## config.mk

```make
export PLATFORM = sky130hd
export DESIGN_NAME = fetch_unit
export DESIGN_NICKNAME = d
export VERILOG_FILES = /design/src/rtl/risc_pkg.sv /design/src/rtl/fetch_fifo.sv /design/src/rtl/fetch_unit_chk.sv /design/src/rtl/fetch_unit.sv
export SDC_FILE = /design/constraint.sdc
export NUM_CORES = 1
export LEC_CHECK = 0
export BUFFER_PORTS_ARGS = -buffer_cell sky130_fd_sc_hd__buf_2
export CAP_MARGIN = 5
export CORE_ASPECT_RATIO = 1.5
export CORE_MARGIN = 3
export CORE_UTILIZATION = 52
export DETAILED_ROUTE_END_ITERATION = 7
export GPL_ROUTABILITY_DRIVEN = 0
export MAX_ROUTING_LAYER = met4
export PLACE_DENSITY = 0.78
export SETUP_SLACK_MARGIN = 0.15
export SLEW_MARGIN = 20
export SYNTH_ARGS = -nofsm -noshare
export SYNTH_HDL_FRONTEND = slang
export SYNTH_SLANG_ARGS = --single-unit
export TNS_END_PERCENT = 50
```

## constraint.sdc

```tcl
create_clock -name clk -period 3.9 [get_ports clk]
set_clock_uncertainty 0.1 [all_clocks]
set_input_delay 0.39 -clock clk [delete_from_list [all_inputs] [get_ports clk]]
set_output_delay 0.39 -clock clk [all_outputs]
set_load 0.05 [all_outputs]
```

## src/rtl/risc_pkg.sv

```systemverilog
// Shared types and constants for the fetch stage and its consumers.
// FETCH_PERF_EN (see fetch_unit) has no effect on this package.
package risc_pkg;

  typedef logic [31:0] instr_t;

  typedef enum logic [1:0] {
    BOOT  = 2'd0,
    RUN   = 2'd1,
    FLUSH = 2'd2
  } fetch_state_e;

  localparam logic [31:0] RESET_PC_DEFAULT = 32'h0000_0000;

  // Occupancy counters cover DEPTH up to 8 inclusive.
  localparam int                     FETCH_CNT_W = 4;
  localparam logic [FETCH_CNT_W-1:0] CNT_ZERO    = 4'd0;
  localparam logic [FETCH_CNT_W-1:0] CNT_ONE     = 4'd1;

  typedef struct packed {
    logic [31:0] pc;
    instr_t      instr;
  } fetch_entry_t;

  function automatic logic [31:0] align_pc(input logic [31:0] addr);
    return addr & 32'hFFFF_FFFC;
  endfunction

endpackage

```

## src/rtl/fetch_fifo.sv

```systemverilog
// Instruction buffer between imem responses and decode: {pc, instr} entries,
// flush has priority over push/pop, head outputs read as zero while empty.
module fetch_fifo
  import risc_pkg::*;
#(
  parameter int DEPTH = 2
) (
  input  logic                   clk,
  input  logic                   rst_n,
  input  logic                   flush,
  input  logic                   push,
  input  logic [31:0]            push_pc,
  input  logic [31:0]            push_instr,
  input  logic                   pop,
  output logic                   head_valid,
  output logic [31:0]            head_pc,
  output logic [31:0]            head_instr,
  output logic [FETCH_CNT_W-1:0] count
);

  localparam int            PW       = (DEPTH > 1) ? $clog2(DEPTH) : 1;
  localparam logic [PW-1:0] PTR_LAST = PW'(DEPTH - 1);
  localparam logic [PW-1:0] PTR_ZERO = PW'(0);
  localparam logic [PW-1:0] PTR_ONE  = PW'(1);

  fetch_entry_t           mem_r [DEPTH];
  logic [PW-1:0]          wr_ptr_r;
  logic [PW-1:0]          rd_ptr_r;
  logic [FETCH_CNT_W-1:0] count_r;

  // Storage, pointers and occupancy; pointers wrap at DEPTH, not at a power of two.
  always_ff @(posedge clk or negedge rst_n) begin
    if (!rst_n) begin
      wr_ptr_r <= PTR_ZERO;
      rd_ptr_r <= PTR_ZERO;
      count_r  <= CNT_ZERO;
      for (int i = 0; i < DEPTH; i++) begin
        mem_r[i] <= {$bits(fetch_entry_t){1'b0}};
      end
    end else if (flush) begin
      wr_ptr_r <= PTR_ZERO;
      rd_ptr_r <= PTR_ZERO;
      count_r  <= CNT_ZERO;
    end else begin
      if (push) begin
        mem_r[wr_ptr_r] <= '{pc: push_pc, instr: push_instr};
        wr_ptr_r        <= (wr_ptr_r == PTR_LAST) ? PTR_ZERO : wr_ptr_r + PTR_ONE;
      end
      if (pop) begin
        rd_ptr_r <= (rd_ptr_r == PTR_LAST) ? PTR_ZERO : rd_ptr_r + PTR_ONE;
      end
      case ({push, pop})
        2'b10:   count_r <= count_r + CNT_ONE;
        2'b01:   count_r <= count_r - CNT_ONE;
        default: count_r <= count_r;
      endcase
    end
  end

  // Head view for decode.
  always_comb begin
    head_valid = (count_r != CNT_ZERO);
    count      = count_r;
    if (head_valid) begin
      head_pc    = mem_r[rd_ptr_r].pc;
      head_instr = mem_r[rd_ptr_r].instr;
    end else begin
      head_pc    = 32'h0000_0000;
      head_instr = 32'h0000_0000;
    end
  end

endmodule

```

## src/rtl/fetch_unit_chk.sv

```systemverilog
// Invariant checks for fetch_unit: buffer overflow and responses arriving
// with nothing outstanding (e.g. stale memory traffic across a reset).
module fetch_unit_chk
  import risc_pkg::*;
#(
  parameter int DEPTH = 2
) (
  input  logic                   clk,
  input  logic                   rst_n,
  input  logic                   fifo_push,
  input  logic                   fifo_pop,
  input  logic [FETCH_CNT_W-1:0] fifo_count,
  input  logic                   rsp_valid,
  input  logic [FETCH_CNT_W-1:0] outstanding
);

  localparam logic [FETCH_CNT_W-1:0] DEPTH_CNT = FETCH_CNT_W'(DEPTH);

  fifo_no_overflow: assert property (@(posedge clk) disable iff (!rst_n)
    !(fifo_push && !fifo_pop && (fifo_count == DEPTH_CNT)));

  no_stray_response: assert property (@(posedge clk) disable iff (!rst_n)
    !(rsp_valid && (outstanding == CNT_ZERO)));

endmodule

```

## src/rtl/fetch_unit.sv

```systemverilog
// Instruction fetch: PC, credit-limited in-order imem requests, response buffer.
// Define FETCH_PERF_EN to add perf_redirect_cnt / perf_stall_cnt.
module fetch_unit
  import risc_pkg::*;
#(
  parameter logic [31:0] RESET_PC = RESET_PC_DEFAULT,
  parameter int          DEPTH    = 2
) (
  input  logic        clk,
  input  logic        rst_n,
  input  logic        redirect_valid,
  input  logic [31:0] redirect_pc,
  output logic        imem_req_valid,
  output logic [31:0] imem_req_addr,
  input  logic        imem_req_ready,
  input  logic        imem_rsp_valid,
  input  logic [31:0] imem_rsp_data,
  output logic        if_valid,
  output logic [31:0] if_instr,
  output logic [31:0] if_pc,
  input  logic        id_ready
`ifdef FETCH_PERF_EN
  ,
  output logic [31:0] perf_redirect_cnt,
  output logic [31:0] perf_stall_cnt
`endif
);

  localparam int                     PW        = (DEPTH > 1) ? $clog2(DEPTH) : 1;
  localparam logic [PW-1:0]          PTR_LAST  = PW'(DEPTH - 1);
  localparam logic [PW-1:0]          PTR_ZERO  = PW'(0);
  localparam logic [PW-1:0]          PTR_ONE   = PW'(1);
  localparam logic [FETCH_CNT_W-1:0] DEPTH_CNT = FETCH_CNT_W'(DEPTH);

  fetch_state_e           state_r;
  fetch_state_e           state_nxt_s;
  logic [31:0]            pc_r;
  logic [FETCH_CNT_W-1:0] outstanding_r;
  logic [FETCH_CNT_W-1:0] discard_r;
  logic [FETCH_CNT_W-1:0] fifo_count_s;
  logic [FETCH_CNT_W-1:0] credits_s;
  logic [31:0]            tag_r [DEPTH];
  logic [PW-1:0]          tag_wr_r;
  logic [PW-1:0]          tag_rd_r;
  logic                   pop_s;
  logic                   rsp_s;
  logic                   push_s;
  logic                   accept_s;

  // Handshake qualifiers and the credit pool; discarded in-flight requests still hold credits.
  always_comb begin
    pop_s          = if_valid & id_ready & ~redirect_valid;
    rsp_s          = imem_rsp_valid & (outstanding_r != CNT_ZERO);
    push_s         = rsp_s & (discard_r == CNT_ZERO) & ~redirect_valid;
    credits_s      = DEPTH_CNT - outstanding_r - fifo_count_s + (pop_s ? CNT_ONE : CNT_ZERO);
    imem_req_valid = (state_r != BOOT) & (credits_s != CNT_ZERO) & ~redirect_valid;
    accept_s       = imem_req_valid & imem_req_ready;
    imem_req_addr  = pc_r;
  end

  // Next state: a redirect wins from any state.
  always_comb begin
    state_nxt_s = state_r;
    if (redirect_valid) begin
      state_nxt_s = FLUSH;
    end else begin
      case (state_r)
        BOOT:    state_nxt_s = RUN;
        RUN:     state_nxt_s = RUN;
        FLUSH:   state_nxt_s = RUN;
        default: state_nxt_s = BOOT;
      endcase
    end
  end

  // State register.
  always_ff @(posedge clk or negedge rst_n) begin
    if (!rst_n) begin
      state_r <= BOOT;
    end else begin
      state_r <= state_nxt_s;
    end
  end

  // PC, outstanding and discard bookkeeping.
  always_ff @(posedge clk or negedge rst_n) begin
    if (!rst_n) begin
      pc_r          <= RESET_PC;
      outstanding_r <= CNT_ZERO;
      discard_r     <= CNT_ZERO;
    end else begin
      if (redirect_valid) begin
        pc_r <= align_pc(redirect_pc);
      end else if (accept_s) begin
        pc_r <= pc_r + 32'd4;
      end
      case ({accept_s, rsp_s})
        2'b10:   outstanding_r <= outstanding_r + CNT_ONE;
        2'b01:   outstanding_r <= outstanding_r - CNT_ONE;
        default: outstanding_r <= outstanding_r;
      endcase
      if (redirect_valid) begin
        discard_r <= outstanding_r - (rsp_s ? CNT_ONE : CNT_ZERO);
      end else if (rsp_s && (discard_r != CNT_ZERO)) begin
        discard_r <= discard_r - CNT_ONE;
      end
    end
  end

  // PC tags of live requests, consumed only by responses that are kept.
  always_ff @(posedge clk or negedge rst_n) begin
    if (!rst_n) begin
      tag_wr_r <= PTR_ZERO;
      tag_rd_r <= PTR_ZERO;
      for (int i = 0; i < DEPTH; i++) begin
        tag_r[i] <= 32'h0000_0000;
      end
    end else if (redirect_valid) begin
      tag_wr_r <= PTR_ZERO;
      tag_rd_r <= PTR_ZERO;
    end else begin
      if (accept_s) begin
        tag_r[tag_wr_r] <= pc_r;
        tag_wr_r        <= (tag_wr_r == PTR_LAST) ? PTR_ZERO : tag_wr_r + PTR_ONE;
      end
      if (push_s) begin
        tag_rd_r <= (tag_rd_r == PTR_LAST) ? PTR_ZERO : tag_rd_r + PTR_ONE;
      end
    end
  end

  fetch_fifo #(
    .DEPTH(DEPTH)
  ) u_fifo (
    .clk       (clk),
    .rst_n     (rst_n),
    .flush     (redirect_valid),
    .push      (push_s),
    .push_pc   (tag_r[tag_rd_r]),
    .push_instr(imem_rsp_data),
    .pop       (pop_s),
    .head_valid(if_valid),
    .head_pc   (if_pc),
    .head_instr(if_instr),
    .count     (fifo_count_s)
  );

  fetch_unit_chk #(
    .DEPTH(DEPTH)
  ) u_chk (
    .clk        (clk),
    .rst_n      (rst_n),
    .fifo_push  (push_s),
    .fifo_pop   (pop_s),
    .fifo_count (fifo_count_s),
    .rsp_valid  (imem_rsp_valid),
    .outstanding(outstanding_r)
  );

`ifdef FETCH_PERF_EN
  logic [31:0] perf_redirect_r;
  logic [31:0] perf_stall_r;

  // Event counters; both wrap naturally at 2^32.
  always_ff @(posedge clk or negedge rst_n) begin
    if (!rst_n) begin
      perf_redirect_r <= 32'h0000_0000;
      perf_stall_r    <= 32'h0000_0000;
    end else begin
      if (redirect_valid) begin
        perf_redirect_r <= perf_redirect_r + 32'd1;
      end
      if ((state_r == RUN) && !if_valid) begin
        perf_stall_r <= perf_stall_r + 32'd1;
      end
    end
  end

  assign perf_redirect_cnt = perf_redirect_r;
  assign perf_stall_cnt    = perf_stall_r;
`endif

endmodule

```

==> Word level (Yosys, flattened, before mapping) <==
Index checks and enable logic that the tools add are counted.
{ "op_classes": {"n_addsub": 14, "n_lt_le_gt_ge": 6, "eq_ne": 6, "n_mux": 37, "n_bitwise": 13, "reduce_logical": 19} }
{ "op_table": {"columns": ["op", "count"], "rows": [
  ["32-bit 2-to-1 mux", 8],
  ["64-bit 2-to-1 mux", 4],
  ["128-bit bitwise mux", 1],
  ["64-bit bitwise mux", 1],
  ["64-bit demux with 1-bit select", 1],
  ["32-bit by 3-bit adder with 32-bit output (second input constant)", 1],
  ["32-bit demux with 1-bit select", 1],
  ["4-bit case mux with 2 select lines", 2],
  ["4-bit nonzero test", 4],
  ["1-bit 2-to-1 mux", 15],
  ["4-bit 2-to-1 mux", 3],
  ["2-bit nonzero test", 6],
  ["4-bit by 1-bit subtractor with 4-bit output (second input constant)", 3],
  ["4-bit by 1-bit adder with 4-bit output (second input constant)", 2],
  ["1-bit AND", 8],
  ["2-bit greater-or-equal comparator (second input constant)", 4],
  ["1-bit inverter with 2-bit output", 4],
  ["2-bit by 1-bit == test with 1-bit output (second input constant)", 3],
  ["2-bit == test (second input constant)", 3],
  ["1-bit adder (second input constant)", 4],
  ["4-bit by 1-bit adder with 4-bit output", 1],
  ["4-bit logical NOT", 1],
  ["2-bit by 1-bit less-than comparator with 1-bit output (second input constant)", 2],
  ["2-bit AND reduction", 2],
  ["9 further kinds", 11]
]} }
{ "totals": {"regBits": 242, "input_bits": 70, "output_inout_bits": 98, "wordCells": 110} }

==> Logic depth before layout (Yosys ltp) <==
Gate-level depths: netlist of run 1.
{ "logic_depth": {"depth_word": 11, "mapped_depth": 20, "mapped_depth_nobuf": 19} }

==> By module <==
Synthesis of run 1 repeated with hierarchy kept, for this count alone.
{ "hier_totals": {"hier_cells": 932, "area_unflattened_um2": 12009.0} }
{ "by_module_without_submodules": {"columns": ["module", "n_inst", "cells_each", "area_per_inst_um2", "seq_area_each_um2"], "rows": [
  ["fetch_fifo", 1, 456, 6386.1, 3353.2],
  ["fetch_unit", 1, 476, 5622.9, 2552.4]
]} }

==> Worst setup path before layout of run 1 <==
OpenSTA, ideal clock, no wires.
{ "synth_timing": {"path_type": "register to output", "start": "register u_fifo.count_r[3], in the netlist u_fifo.count[3]", "end": "output port imem_req_valid", "arrival_ps": 3792, "required_time_ps": 3410, "setup_slack_ps": -382, "stages_incl_launch_ff": 13, "path_buffers": 1, "cell_sequence": "dfrtp_1 > nor4_2 > inv_2 > nand3_1 > fa_1 > inv_1 > ha_1 > inv_1 > fa_1 > xor2_1 > xor2_1 > clkbuf_1 > a211oi_1"} }
{ "synth_between": {"elab_chain_cells": 8, "word_cells_on_any_way": 9, "cone_classes": "2 x add/sub; 1 x mux; 4 x bitwise; 2 x reduce/logical"} }
{ "synth_rtl": {"columns": ["item", "line_no", "rtl"], "rows": [
  ["from (decl)", "fetch_fifo.sv:29", "logic [FETCH_CNT_W-1:0] count_r;"],
  ["from (signal assigned)", "fetch_fifo.sv:53", "2'b10: count_r <= count_r + CNT_ONE;"],
  ["from (signal assigned)", "fetch_fifo.sv:54", "2'b01: count_r <= count_r - CNT_ONE;"],
  ["from (signal assigned)", "fetch_fifo.sv:55", "default: count_r <= count_r;"],
  ["4-bit nonzero test", "fetch_fifo.sv:62", "head_valid = (count_r != CNT_ZERO);"],
  ["net if_valid", "fetch_unit.sv:18", "output logic if_valid,"],
  ["1-bit AND (2 in series)", "fetch_unit.sv:52", "pop_s = if_valid & id_ready & ~redirect_valid;"],
  ["1-bit 2-to-1 mux", "fetch_unit.sv:55", "credits_s = DEPTH_CNT - outstanding_r - fifo_count_s + (pop_s ? CNT_ONE : CNT_ZERO);"],
  ["4-bit by 1-bit adder with 4-bit output", "fetch_unit.sv:55", null],
  ["4-bit nonzero test", "fetch_unit.sv:56", "imem_req_valid = (state_r != BOOT) & (credits_s != CNT_ZERO) & ~redirect_valid;"],
  ["1-bit AND (2 in series)", "fetch_unit.sv:56", null],
  ["to (decl)", "fetch_unit.sv:13", "output logic imem_req_valid,"]
]} }
The timed path passes the listed nets, and every way through them passes these cells.

==> Final worst setup path of run 1 <==
{ "layout_timing": {"start": "register u_fifo.count_r[0], in the netlist u_fifo.count[0]", "end": "register outstanding_r[3]"} }
{ "layout_between": {"elab_chain_cells": 11, "word_cells_on_any_way": 14, "cone_classes": "2 x add/sub; 2 x eq/ne; 2 x mux; 5 x bitwise; 3 x reduce/logical"} }
{ "layout_rtl": {"columns": ["item", "line_no", "rtl"], "rows": [
  ["4-bit nonzero test", "fetch_fifo.sv:62", null],
  ["1-bit AND (2 in series)", "fetch_unit.sv:52", null],
  ["1-bit 2-to-1 mux", "fetch_unit.sv:55", null],
  ["4-bit by 1-bit adder with 4-bit output *", "fetch_unit.sv:55", null],
  ["4-bit nonzero test *", "fetch_unit.sv:56", null],
  ["1-bit AND * (2 in series)", "fetch_unit.sv:56", null],
  ["1-bit AND *", "fetch_unit.sv:57", "accept_s = imem_req_valid & imem_req_ready;"],
  ["2-bit by 1-bit == test with 1-bit output / 2-bit == test (equally long branches)", "fetch_unit.sv:97", "case ({accept_s, rsp_s})"],
  ["4-bit case mux with 2 select lines / 2-bit nonzero test (equally long branches)", null, null],
  ["to (signal assigned)", "fetch_unit.sv:98", "2'b10: outstanding_r <= outstanding_r + CNT_ONE;"],
  ["to (signal assigned)", "fetch_unit.sv:99", "2'b01: outstanding_r <= outstanding_r - CNT_ONE;"],
  ["to (signal assigned)", "fetch_unit.sv:100", "default: outstanding_r <= outstanding_r;"],
  ["to (decl)", "fetch_unit.sv:38", "logic [FETCH_CNT_W-1:0] outstanding_r;"]
]} }
Mark *: on every way between the ends. The rest lies on a longest branch, timed or not.
A chain may end at the register's enable or synchronous reset.

==> metrics.yaml, run 1 <==
rsz0062_at_grt: "yes"
hold_viol_final: 0
cap_violations: 0
fin_tns_setup_ns: 0
slew_headroom_pct: 33.5
die_x_um: 126
ant_nets: 0
ys_warn_count: 0
cp-end-kind: "flop"
path_cells: "nor4_4, buf_4, inv_4, nand3_4, fa_2, inv_2, ha_4, inv_2, fa_2, xor2_4, xnor2_4, o21ai_4, nand2b_4, ha_4, ha_4, a21o_1, a21oi_2, xnor2_1, nor2_1, xor2_1"
max-vdd-ir-drop_v: 0.000584
hp-start: "imem_rsp_data[26]"
drv_slew: 0
wirelength_mm: 24.4
clk_path_buf_depth: 3
slowest_stage: "dfrtp_2"
r2r-start: "u_fifo.count[0]$_DFFE_PN0P_"
dieArea_um2: 23300
r2r_end: "outstanding_r[3]$_DFFE_PN0P_"
cts.sinks: 232
antenna_found_initial: 0
p_leak_nw: 6.21
h-tree-depth: 1
drive_above_1_share_pct: 27.6
layout.nets: 1222
worstHoldEndpoint: "u_fifo.mem_r[26]$_DFFE_PN0P_"
multi_input_area_um2: 5150
synth.avg_cell_area_um2: 11.4
max_stage_delay_ns: 0.41
critical_path_buf_inv_count: 4
cts_tree: "yes"
final-setup-viol-count: 0
post-route-min-period_ns: 3.71
ys_types: 54
port_buffers: 161
fin_crit_sh_pct: 95.2
drt_first_iter_violations: 346
final_common_cell: "dfrtp_1"
start_util_pct: 52.9
synth_enable_flop_cells: 0
hold_depth: 2
via_per_inst: 5.51
fp.coreArea_um2: 21100
crit_top_cell: "ha_4"
rows: 65
grt_max_degree: 126
r2r_setup_slack_ns: 0.19
path_clk_slew_ns: 0.07
post-route-util_pct: 63.3
switchingPower_w: 0.00513
fin_area_um2: 13300
path_max_fanout: 4
p_comb_share_pct: 47.2
syn_area_um2: 11100
dp_hpwl_mm: 16.0
clkPwrFrac_pct: 19.6
synthFlopType: "dfrtp_1"
place_area_um2: 12300
crit_type: "flop to flop"
cts-root-buf: "clkbuf_16"
antennaDiodeCount: 0
holdWs_ns: 0.0186
async_flop_share_pct: 100
timing.reg2reg.worst_path_depth: 20
required_ns: 4.18
cp.arrival_ns: 3.99
p_int_w: 0.00662
numCtsBuffers: 23
grt_pass1_vias: 7916
ff_latch_area_um2: 5820
final_cell_mix: "dfrtp_1 (226), buf_2 (159), nor2_1 (114), mux2i_1 (100), nand2_1 (71)"
die_h_um: 185
dr_total_vias: 7808
sw_frac_of_total_pct: 43.7
clk_latency_ns: 0.50
drc: 0
tightest_slew_ns: 0.997
post_drt_wl_per_cell_um: 17.2
grt_pass1_wl_mm: 39.8
area_delta_synth_final_pct: 19.6
syn_inst: 974
globalRoute.totalOverflow: 0
power_w: 0.0118
dr.pass1.iters: 5
hp-class: "input pin to flop"
crit_family: "adder cells"
fmax_mhz: 269
grt.total_usage_pct: 21.2
start_kind: "flop"
synth.ff_latch_count: 232
p_seq_share_pct: 33.2
status: "finished, final reports clean"
powerDensity_nw_per_um2: 882
num-fill-cells: 1648
seq_area_frac_synth_pct: 52.1
io_pins: 168
## worst max-delay path by stage
stage	start	to	cells past startpoint	slack, ns
3_5_place_dp	u_fifo.count[2]$_DFFE_PN0P_	outstanding_r[3]$_DFFE_PN0P_	19	0.26
5_1_grt	u_fifo.count[0]$_DFFE_PN0P_	outstanding_r[3]$_DFFE_PN0P_	20	0.06
6_report	u_fifo.count[0]$_DFFE_PN0P_	outstanding_r[3]$_DFFE_PN0P_	20	0.19
3_3_place_gp	redirect_valid	tag_r[62]$_DFFE_PN0P_	14	0.37
2_1_floorplan	u_fifo.count[2]$_DFFE_PN0P_	outstanding_r[3]$_DFFE_PN0P_	20	0.19
4_1_cts	u_fifo.count[2]$_DFFE_PN0P_	imem_req_valid	12	0.17
## area by class of cell
cell class | instances | share of cell area [%]
Timing Repair Buffer | 197 | 8.77
Sequential cell | 232 | 43.6
Clock buffer | 32 | 5.02
Inverter | 15 | 0.469
Tap cell | 268 | 2.52
Multi-Input combinational cell | 666 | 38.7
Clock inverter | 8 | 0.920
## worst register-to-register path, delay by kind of cell (launching register included)
kind / cells / cell delay [ns]
adders and majority gates: 5 / 1.27
AOI/OAI and AO/OA: 3 / 0.38
and+or+nand+nor: 4 / 0.36
xor gates and xnor gates: 4 / 0.77
DFF: 1 / 0.41
buffers and inverters: 4 / 0.32
## kinds of logic (layout without fill, tap and decap cells)
group / Yosys count / in the layout / share of synthesized area, %
AOI/OAI and AO/OA: 129 / 129 / 6.77
xor gates and xnor gates: 33 / 33 / 2.73
DFF: 232 / 232 / 52.1
muxes: 224 / 224 / 22.5
and+or+nand+nor: 259 / 259 / 10.4
other: 1 / 4 / 0.0337
buffers and inverters: 79 / 252 / 3.24
adders and majority gates: 17 / 17 / 2.18
## power by group through the flow
stage / registers, W / clock network, W / logic (W)
after floorplan: 0.00376 / 0 / 0.00412
after global placement: 0.00389 / 0 / 0.00504
after detailed placement: 0.00395 / 0 / 0.00516
after CTS: 0.00391 / 0.00236 / 0.00527
after global routing: 0.00402 / 0.00246 / 0.00595
final: 0.00391 / 0.00230 / 0.00555
## registers in the layout, indices dropped and copies added, names as in the netlist
signal / count
u_fifo.mem_r: 124
tag_r: 60
imem_req_addr: 30
discard_r: 4
outstanding_r: 4
u_fifo.count: 4
state_r: 2
tag_rd_r: 1
tag_wr_r: 1
u_fifo.rd_ptr_r: 1
u_fifo.wr_ptr_r: 1
## cell usage after synthesis, types with 3 or more instances
library cell | number | area share, %
a31oi_1 | 8 | 0.45
mux2_2 | 34 | 3.4
ha_1 | 13 | 1.5
xor2_1 | 12 | 0.94
a21oi_1 | 38 | 1.7
and3_1 | 3 | 0.17
or3_1 | 5 | 0.28
fa_1 | 4 | 0.72
buf_4 | 7 | 0.47
buf_2 | 13 | 0.58
o31ai_1 | 3 | 0.20
mux2_1 | 60 | 6.1
o211ai_1 | 4 | 0.27
nor3_1 | 6 | 0.27
and4_1 | 3 | 0.24
nand4_1 | 11 | 0.62
nor2b_1 | 10 | 0.56
a2111oi_1 | 5 | 0.45
inv_1 | 14 | 0.47
o21ai_0 | 45 | 2.0
mux2i_1 | 100 | 9.0
a22oi_1 | 7 | 0.47
or4_1 | 7 | 0.47
nand3_1 | 15 | 0.67
o21ai_1 | 8 | 0.36
nor2_1 | 115 | 3.9
mux2_4 | 30 | 4.0
dfrtp_1 | 232 | 52
buf_1 | 8 | 0.27
nand2_1 | 72 | 2.4
xnor2_1 | 19 | 1.5
buf_6 | 3 | 0.30
clkbuf_1 | 33 | 1.1
## stage by stage
stage               instances  setup WS (ns)
finish                   1418          0.189
global route             1418         0.0640
CTS                      1409          0.170
detailed placement       1357          0.259
global placement         1357          0.372
floorplan                 977          0.190
## what timing repair did
action	4_1_cts	5_1_grt
endpoints found under the hold margin	132	0
endpoints found under the setup margin	1	33
pin swaps	1	10
gates resized for setup	3	13
hold buffers	12	0
buffers inserted	0	9
## routing by layer
layer	GRT usage [%]	routed length, um	up-vias
met5	-	0	-
met4	6.90	699	0
met3	2.48	1070	45
met2	36.0	12200	205
met1	26.6	10400	3838
li1	-	-	3720
No activity file was read; power rests on OpenSTA's default activity.
==> run 2, diff against run 1 <==
--- a/config.mk
+++ b/config.mk
@@ -9,12 +9,13 @@
 export CAP_MARGIN = 5
 export CORE_ASPECT_RATIO = 1.5
 export CORE_MARGIN = 3
-export CORE_UTILIZATION = 52
+export CORE_UTILIZATION = 38
 export DETAILED_ROUTE_END_ITERATION = 7
 export GPL_ROUTABILITY_DRIVEN = 0
 export MAX_ROUTING_LAYER = met4
-export PLACE_DENSITY = 0.78
+export PLACE_DENSITY = 0.6
 export SETUP_SLACK_MARGIN = 0.15
+export SKIP_LAST_GASP = 1
 export SLEW_MARGIN = 20
 export SYNTH_ARGS = -nofsm -noshare
 export SYNTH_HDL_FRONTEND = slang
==> metrics.yaml, run 2 (synthesis results as in run 1) <==
dr.pass1.iters: 4
drv_slew: 0
drt_first_iter_violations: 297
globalRoute.totalOverflow: 0
cts_tree: "yes"
final-setup-viol-count: 0
final_common_cell: "dfrtp_1"
wl_met3_um: 838
die_h_um: 216
area_delta_synth_final_pct: 23.8
port_buffers: 161
p_comb_share_pct: 46.6
grt_max_degree: 124
cts.sinks: 232
die_x_um: 146
via_per_inst: 4.98
powerDensity_nw_per_um2: 837
sw_frac_of_total_pct: 43.8
fmax_mhz: 273
grt_pass1_vias: 7918
post-route-util_pct: 47.9
dieArea_um2: 31500
max_stage_delay_ns: 0.44
cp-end-kind: "primary output"
antenna_found_initial: 0
crit_start: "u_fifo.count[3]$_DFFE_PN0P_"
p_int_w: 0.00649
largest_register_ffs: 124
rsz0062_at_grt: "yes"
start_kind: "flop"
dr_total_vias: 7834
dp_hpwl_mm: 16.6
required_ns: 3.41
final_cell_mix: "dfrtp_1 (226), buf_2 (160), nor2_1 (114), mux2i_1 (100), nand2_1 (72)"
drc: 0
grt.total_usage_pct: 16.5
place_area_um2: 12400
clk_latency_ns: 0.53
fp.coreArea_um2: 28800
crit_type: "flop to primary output"
rows: 76
ant_nets: 0
cp.arrival_ns: 3.17
fin_area_um2: 13800
path_max_fanout: 11
routedLengthMet1_mm: 11.5
numCtsBuffers: 24
h-tree-depth: 1
max-vdd-ir-drop_v: 0.000481
antennaDiodeCount: 0
r2r-start: "u_fifo.count[3]$_DFFE_PN0P_"
io_pins: 168
largest_register: "u_fifo.mem_r"
p_leak_nw: 6.34
status: "finished, final reports clean"
wirelength_mm: 25.3
cts-root-buf: "clkbuf_16"
slew_headroom_pct: 33.9
holdWs_ns: 0.0268
fin_crit_sh_pct: 93.8
grt_pass1_wl_mm: 41.9
cap_violations: 0
fin_tns_setup_ns: 0
tightest_slew_ns: 0.991
post-route-min-period_ns: 3.66
post_drt_wl_per_cell_um: 16.1
hp-start: "redirect_pc[30]"
start_util_pct: 38.7
p_seq_share_pct: 33.7
path_cells: "nor4_4, inv_4, nand3_2, fa_2, inv_1, ha_1, inv_1, fa_2, xor2_4, xor2_4, a211oi_2, buf_2"
layout.nets: 1257
hp-class: "input pin to flop"
drive_above_1_share_pct: 26.1
clkPwrFrac_pct: 19.8
slowest_stage: "dfrtp_2"
clk_path_buf_depth: 3
highest_layer: "met4"
wl_met2_mm: 12.3
switchingPower_w: 0.00506
hold_viol_final: 0
path_clk_slew_ns: 0.06
==> run 2: final timing paths <==
kind	to	slack, ns	cells after the start
max	imem_req_valid	0.24	12
min	imem_req_addr[30]$_DFFE_PN0N_	0.03	3
max reg2reg	tag_r[53]$_DFFE_PN0P_	0.32	14
min reg2reg	u_fifo.mem_r[44]$_DFFE_PN0P_	0.38	2
max in group asynchronous	u_fifo.mem_r[121]$_DFFE_PN0P_	2.25	3
min in group asynchronous	u_fifo.mem_r[71]$_DFFE_PN0P_	0.45	2
==> run 2: routing by layer <==
| layer | global-route usage (%) | vias up |
|---|---|---|
| met2 | 27.6 | 172 |
| met3 | 1.74 | 45 |
| met5 | - | - |
| li1 | - | 3785 |
| met4 | 5.67 | 0 |
| met1 | 21.1 | 3832 |
==> run 2: final cells by class <==
cell class                      count  area, um^2
Clock buffer                       33         686
Multi-Input combinational cell    666        5130
Inverter                           15        62.6
Timing Repair Buffer              231        1520
Fill cell                        2627       15000
Tap cell                          390         488
Sequential cell                   232        5820
Clock inverter                      7        95.1
==> run 2: per-stage QoR <==
stage	total power (W)	std cells	setup slack [ns]
final	0.0116	1574	0.242
after global routing	0.0123	1574	0.0626
after CTS	0.0116	1566	0.159
after detailed placement	0.00913	1478	0.277
after global placement	0.00904	1478	0.317
after floorplan	0.00788	977	0.190
==> run 2: power by group through the flow <==
stage / combinational [W] / clock, W / sequential [W]
2_1_floorplan: 0.00412 / 0 / 0.00376
3_3_place_gp: 0.00514 / 0 / 0.00390
3_5_place_dp: 0.00519 / 0 / 0.00394
4_1_cts: 0.00530 / 0.00236 / 0.00390
5_1_grt: 0.00585 / 0.00246 / 0.00401
6_report: 0.00538 / 0.00228 / 0.00389
==> run 2: worst max-delay path: cells and delay by family (launching register included) <==
kind,cells,cell delay [ns]
flops,1,0.44
fa+ha+maj,3,0.61
buf+inv,4,0.42
xor+xnor,2,0.63
simple gates,2,0.43
compound gates,1,0.12
==> run 2: repair_timing <==
action / 4_1_cts / 5_1_grt
hold buffers: 48 / 0
resized for setup: 3 / 5
pin swaps: 1 / 5
endpoints found under the hold margin: 184 / 0
endpoints found under the setup margin: 1 / 41
buffers inserted: 0 / 8
